### config.mk
export PLATFORM = sky130hd
export DESIGN_NAME = fpga_clk_div_multi
export DESIGN_NICKNAME = d
export VERILOG_FILES = /design/src/rtl/fpga_clk_div_multi.sv
export SDC_FILE = /design/constraint.sdc
export NUM_CORES = 1
export LEC_CHECK = 0
export ABC_AREA = 1
export CORE_MARGIN = 2
export CORE_UTILIZATION = 65
export CTS_BUF_LIST = sky130_fd_sc_hd__clkbuf_8
export DETAILED_ROUTE_END_ITERATION = 12
export GPL_TIMING_DRIVEN = 0
export PLACE_DENSITY = 0.87
export SYNTH_ARGS = -nofsm -noshare
export SYNTH_HDL_FRONTEND = slang
export SYNTH_SLANG_ARGS = --single-unit
### constraint.sdc
create_clock -name clk_i -period 4.8 [get_ports clk_i]
set_input_delay 0.48 -clock clk_i [delete_from_list [all_inputs] [get_ports clk_i]]
set_output_delay 0.48 -clock clk_i [all_outputs]
set_load 0.005 [all_outputs]
### src/rtl/fpga_clk_div_multi.sv
// fpga_clk_div_multi: multi-channel programmable clock/tick divider with
// boundary-only divisor reload, odd-divisor duty handling and phase-aligning clear.
module fpga_clk_div_multi #(
   parameter int NumChan    = 2,
   parameter int CntWidth   = 16,
   parameter int DefaultDiv = 50
) (
   input  logic                         clk_i,
   input  logic                         rst_i,
   input  logic [NumChan-1:0]           en_i,
   input  logic [NumChan*CntWidth-1:0]  div_i,
   input  logic                         clear_i,
   output logic [NumChan-1:0]           clk_o,
   output logic [NumChan-1:0]           tick_o,
   output logic [NumChan*CntWidth-1:0]  div_active_o
);
   for (genvar k = 0; k < NumChan; k++) begin : g_chan
      logic [CntWidth-1:0] cnt_q, div_q, div_req, hi_len;
      logic                run, clk_q, tick_q;
      assign div_req = div_i[k*CntWidth +: CntWidth];
      assign run     = en_i[k] && (div_q >= CntWidth'(2));
      // ceil(div/2) cycles high so odd divisors favour the high phase
      assign hi_len  = div_q - (div_q >> 1);
      always_ff @(posedge clk_i or posedge rst_i) begin
         if (rst_i) begin
            cnt_q  <= '0;
            div_q  <= CntWidth'(DefaultDiv);
            clk_q  <= 1'b0;
            tick_q <= 1'b0;
         end else if (clear_i || !run) begin
            cnt_q  <= '0;
            div_q  <= div_req;
            clk_q  <= 1'b0;
            tick_q <= 1'b0;
         end else begin
            clk_q  <= cnt_q < hi_len;
            tick_q <= cnt_q == '0;
            cnt_q  <= (cnt_q == div_q - CntWidth'(1)) ? '0 : cnt_q + CntWidth'(1);
            div_q  <= (cnt_q == div_q - CntWidth'(1)) ? div_req : div_q;
         end
      end
      assign clk_o[k]  = clk_q;
      assign tick_o[k] = tick_q;
      assign div_active_o[k*CntWidth +: CntWidth] = div_q;
   end
endmodule

Word-level counts from Yosys, hierarchy flattened
Cells that the tools add are included.
Cells by class
  add/sub/neg operators: 6
  $mul: 0
  divide/modulo/power cells: 0
  order comparisons: 4
  eq/ne operators: 2
  shift-type cells: 0
  multiplexer cells: 12
  bitwise gates (word level): 0
  reduce and logical (&&, ||, !) cells: 10
Operator list (count)
  $mux W16: 8
  $add A16 B1 Y16 const B: 2
  $eq A16 B16 Y1: 2
  $ge A16 B2 Y1 const B: 2
  $logic_not A16 Y1: 2
  $lt A16 B16 Y1: 2
  $sub A16 B1 Y16 const B: 2
  $sub A16 B15 Y16: 2
  $mux W1: 4
  $reduce_bool A2 Y1: 2
  $logic_and A1 B1 Y1: 2
  $logic_not A1 Y1: 2
  $logic_or A1 B1 Y1: 2
Word-level totals
  register bits after elaboration: 68
  latch bits: 0
  RAM bits: 0
  memory bits (read-only): 0
  input bits: 37
  output and inout port bits: 36
  word-level logic and storage cells: 42
  memories: 0

Depth between registers and ports, before layout
  word-level depth: 5
  mapped depth: 20
  gate-level depth less buffers: 20

Worst setup path before layout
No wires, ideal clock.
  path kind: flip-flop to flip-flop
  start: register g_chan[0].div_q[1]
  end: register g_chan[0].clk_q
  setup time: 0.072 ns
  arrival: 2.800 ns
  required time: 4.728 ns
  setup slack: 1.928 ns
  cell stages (with the launch flop): 18
  path buffers: 0
  period minus slack after synthesis: 2.872 ns
  cells stage by stage: dfstp_2 inv_1 ha_1 or2_2 o21ai_0 a21oi_1 o21ai_2 nand3_1 nand2_1 xor2_1 ha_1 nand2_1 inv_1 nand3_1 inv_1 a21oi_1 nand2_1 nor2_1
Between the ends
  cells in the longest elaborated chain, start to end: 5
  elaborated cells between the ends (all ways): 7
  those cells by class: add/sub (1); order compare (2); mux (1); reduce/logical (3)
Ends and longest elaborated chain
  from (decl): line 18  | logic [CntWidth-1:0] cnt_q, div_q, div_req, hi_len;
  from (signal assigned): line 27  | div_q <= CntWidth'(DefaultDiv);
  from (signal assigned): line 32  | div_q <= div_req;
  from (signal assigned): line 39  | div_q <= (cnt_q == div_q - CntWidth'(1)) ? div_req : div_q;
  branches (longest 4 deep; another with $sub A16 B15 Y16)
  $mux W1 (*): line 30  | end else if (clear_i || !run) begin
  to (signal assigned): line 36  | clk_q <= cnt_q < hi_len;
  to (decl): line 19  | logic run, clk_q, tick_q;
Mark *: on every way between the ends.
A chain may end at the register's enable or synchronous reset.

Worst setup path after layout
  start: register g_chan[1].div_q[2]
  end: register g_chan[1].clk_q
Between the ends
  cells in the longest elaborated chain, start to end: 5
  elaborated cells between the ends (all ways): 7
  those cells by class: add/sub (1); order compare (2); mux (1); reduce/logical (3)
Ends and longest elaborated chain (line)
  from (decl): 18
  from (signal assigned): 27
  from (signal assigned): 32
  from (signal assigned): 39
  branches (longest 4 deep; another with $sub A16 B15 Y16)
  $mux W1 (*): 30
  to (signal assigned): 36
  to (decl): 19
Marks and branches as above.

==> impl_metrics.csv <==
group,metric,value,unit
clock_network,postCtsSetupRepairBufs,0,
worst_setup_path,timing.critical_path.to,"g_chan[1].clk_q",
cells_and_area,antenna-diode-count,0,
worst_setup_path,critical_path.max_fanout,5,
worst_setup_path,critical_path.slowest_cell,"dfrtp_1",
worst_hold_path,min_path_cells,2,
worst_setup_path,timing.reg2reg.setup_slack,1.40,ns
route,dr.first_iter.drc_count,450,
worst_setup_path,timing.critical_path.slowest_cell_delay,0.47,ns
job,drv.max_cap_violation_count,0,
cells_and_area,number_of_standard_cells_in_the_final_layout_excluding_fillers,1219,
sta,setup-tns-final,0,ns
sta,final_critical_delay_including_setup_and_external_delays,3.401,ns
cells_and_area,synthToLayoutAreaGrowth,15.87,%
logic_synthesis,mux_contribution_to_synthesized_area,0,
sta,timing.final.max_slew_violations,0,
logic_synthesis,yosys.area.top_type,"dfrtp_1",
global_routing,overflow,0,
clock_network,clk_pin_slew_worst_paths,0.08,ns
die,floorplan.die.height,108,um
route,drt_pre_antenna_iters,5,
worst_setup_path,reg2reg_from,"g_chan[1].div_q[2]",
route,detailroute.via_count,6698,
logic_synthesis,yosys.area_share.adder,0.1872,
pwr,intPower,0.001236,W
global_routing,first_global_vias,6396,
logic_synthesis,synth-compound-area-share,0.07706,
placement,port-buffer-count,72,
worst_setup_path,worst-setup-path-type,"reg2reg",
die,rows,37,
cells_and_area,final_net_count,1219,
worst_setup_path,r2r_end,"g_chan[1].clk_q",
route,wirelength,17.83,mm
logic_synthesis,yosysWarnings,0,
global_routing,grt_usage,0.3210,
global_routing,number_of_antenna_violations_at_the_first_check_in_global_routing,0,
logic_synthesis,yosys.cell_types.count,43,
pwr,power-per-cell-area,245.7,nW/um^2
logic_synthesis,synth_seq_area_share,0.2431,
sta,clock-skew-final,0.009351,ns
clock_network,cts_made_buffers,9,
sta,tightestPinTransition,0.8304,ns
route,route.detailed.wl_per_inst,14.62,um
route,number_of_vias_per_cell,5.495,
sta,clock.fmax,0.2941,GHz
worst_hold_path,hold_path.class,"reg2reg",
logic_synthesis,synth_largest_type_area_fraction,0.2207,
worst_hold_path,min-delay-start,"g_chan[1].div_q[4]",
cells_and_area,drive_gt1_frac,0.06648,
sta,rsz0062_at_grt,"no",
logic_synthesis,yosys.area_share.xor_xnor,0.08970,
clock_network,cts_hold_buf,0,
pwr,comb_power_share,0.398,
placement,routabilityCongestion,0.9288,
logic_synthesis,netlist_area,7030,sq um
worst_setup_path,ff2ff_path_depth,17,
clock_network,cts_buffer_depth,2,
sta,timing.final.crit_share,0.7084,
pwr,netSwitchingPower,0.0007657,W
global_routing,grt_first_pass_wirelength,29.27,mm
pwr,power.clock.fraction,0.274,
pwr,static-leakage-power,4.155,nW
logic_synthesis,synthSimpleGateAreaFrac,0.3088,
die,coreArea,10420,sq um
logic_synthesis,ys_ff_latch,68,
die,die-area,11660,sq um
worst_setup_path,timing.critical_path.from,"g_chan[1].div_q[2]",
logic_synthesis,synth_top_family_by_area,"simple AND/OR/NAND/NOR gates",
cells_and_area,fin_util,0.7821,
clock_network,cts.sinks,68,
worst_setup_path,setup.worst_path.end_class,"register",
status,run_status,"finished clean",
route,drt.antenna.violating_nets,0,
sta,final-setup-viol-count,0,
die,die_width,108,um
route,drcViolationCount,0,
clock_network,cts.repair.resized,0,
worst_setup_path,timing.critical_path.from_type,"register",
worst_setup_path,crit_required,5.07,ns
logic_synthesis,synthTopCellsByArea,"dfrtp_1 22%, ha_1 18%, nand2_1 13%",
worst_setup_path,crit_path_cell_trace,"inv_1 -> ha_1 -> or2_2 -> o21ai_1 -> a21oi_1 -> o21ai_2 -> nand3_1 -> nand2_1 -> xor2_1 -> ha_1 -> nand2_1 -> inv_1 -> nand3_1 -> nor3_1 -> o21ai_0 -> o2111ai_1 -> nor2_1",
clock_network,root_buffer,"clkbuf_8",
logic_synthesis,synth_fp_nets,1136,
pwr,swShare,0.3825,
pwr,peakVddDrop,0.1668,mV
global_routing,maximum_number_of_pins_on_one_net_before_global_route_repair,69,
logic_synthesis,post_synth.cell_area_avg,7.066,sq um
clock_network,cts_tree,"yes",
placement,detailedPlacementHpwl,14.11,mm
pwr,sequential_share_of_power,0.329,
sta,relSlewSlack,0.4464,
die,floorplan.initialDensity,0.6750,
cells_and_area,fillers,805,
logic_synthesis,syn-instance-count,995,
sta,hold_viol_final,0,
die,design.portCount,73,
clock_network,cts_max_level,3,
worst_setup_path,crit_arrival,3.67,ns
placement,dp_cells,1203,
clock_network,worstSkewPairLatency,0.38,ns
## placed cells by master, fill, tap and decap left out, drive strengths merged, types with 4 or more instances in the layout
master / instances
dfstp: 6
nand2: 264
nor3: 18
nor2: 97
nand4: 15
clkdlybuf4s50: 72
clkbuf: 12
o31ai: 4
dfrtp: 62
buf: 16
xnor2: 26
or2: 4
inv: 136
nor4: 4
o21bai: 4
nand3: 90
o21ai: 30
xor2: 46
ha: 102
a21oi: 53
clkinv: 5
## cell type report
class	instances	area, sq um	share of cell area
Buffer	19	147.6	0.01812
Clock buffer	9	123.9	0.01521
Clock inverter	7	98.84	0.01213
Tap cell	136	170.2	0.02089
Inverter	137	516.7	0.06343
Multi-Input combinational cell	771	4659	0.5720
Timing Repair Buffer	72	720.7	0.08847
Sequential cell	68	1709	0.2098
## cells in the mapped netlist, drive strengths merged
| master | number |
|---|---|
| nand2 | 264 |
| inv | 135 |
| ha | 102 |
| nor2 | 97 |
| nand3 | 90 |
| dfrtp | 62 |
| a21oi | 53 |
| xor2 | 46 |
| o21ai | 30 |
| xnor2 | 26 |
| nor3 | 18 |
| buf | 16 |
| nand4 | 15 |
| dfstp | 6 |
| nor4 | 4 |
| o21bai | 4 |
| o31ai | 4 |
| or2 | 4 |
| clkbuf | 3 |
| a21boi | 2 |
| a21o | 2 |
| a31oi | 2 |
| clkinv | 2 |
| fa | 2 |
| nand3b | 2 |
| nand2b | 1 |
| nor3b | 1 |
| o2111ai | 1 |
| o211ai | 1 |
## logic make-up after synthesis
| logic type | after synthesis |
|---|---|
| and+or+nand+nor | 496 |
| buffers and inverters | 156 |
| adders and majority gates | 104 |
| AOI/OAI and AO/OA | 99 |
| xor gates and xnor gates | 72 |
| DFF | 68 |
## critical path, delay by kind of cell (launching register included)
family | cells | cell delay, ns
XOR/XNOR | 1 | 0.07
AO/OA/AOI/OAI | 5 | 0.94
flip-flops | 1 | 0.47
adder cells (fa/ha/maj) | 2 | 0.68
AND/OR/NAND/NOR | 7 | 0.92
buffers and inverters | 2 | 0.21
## layer usage
layer	vias to the layer above	GRT usage	wire, um
met5	-	0	0
met4	0	0.1493	724
met3	51	0.04400	885
met2	200	0.5800	8992
met1	3089	0.3755	7224
li1	3358	-	-
## how the worst min path moves through the flow
stage	endpoint	slack, ns
final	g_chan[1].div_q[4]	0.52
after global routing	g_chan[1].div_q[4]	0.55
after CTS	g_chan[1].div_q[4]	0.52
after detailed placement	g_chan[0].cnt_q[0]	0.51
after global placement	g_chan[0].cnt_q[0]	0.50
after floorplan	g_chan[0].cnt_q[0]	0.47
## power by group through the flow
stage,sequential [W],clock (W),combinational (W)
floorplan,0.000654,0,0.000564
global placement,0.000666,0,0.000761
detailed placement,0.000667,0,0.000783
CTS,0.000657,0.000550,0.000792
global route,0.000663,0.000578,0.000904
finish,0.000658,0.000548,0.000796
## sequential cells by signal, indices dropped and copies added, names as in the netlist
signal,count
g_chan.div_q,32
g_chan.cnt_q,32
g_chan.clk_q,2
g_chan.tick_q,2
## stage by stage
stage | power (W) | cell area, sq um | setup WS [ns] | hold slack, ns
6_report | 0.002002 | 8147 | 1.399 | 0.5226
3_5_place_dp | 0.001450 | 7924 | 1.483 | 0.5071
3_3_place_gp | 0.001427 | 7921 | 1.474 | 0.5034
2_1_floorplan | 0.001217 | 7030 | 1.928 | 0.4690
5_1_grt | 0.002144 | 8147 | 1.159 | 0.5461
4_1_cts | 0.001999 | 8147 | 1.454 | 0.5231
Power figures use the tool's default switching activity.
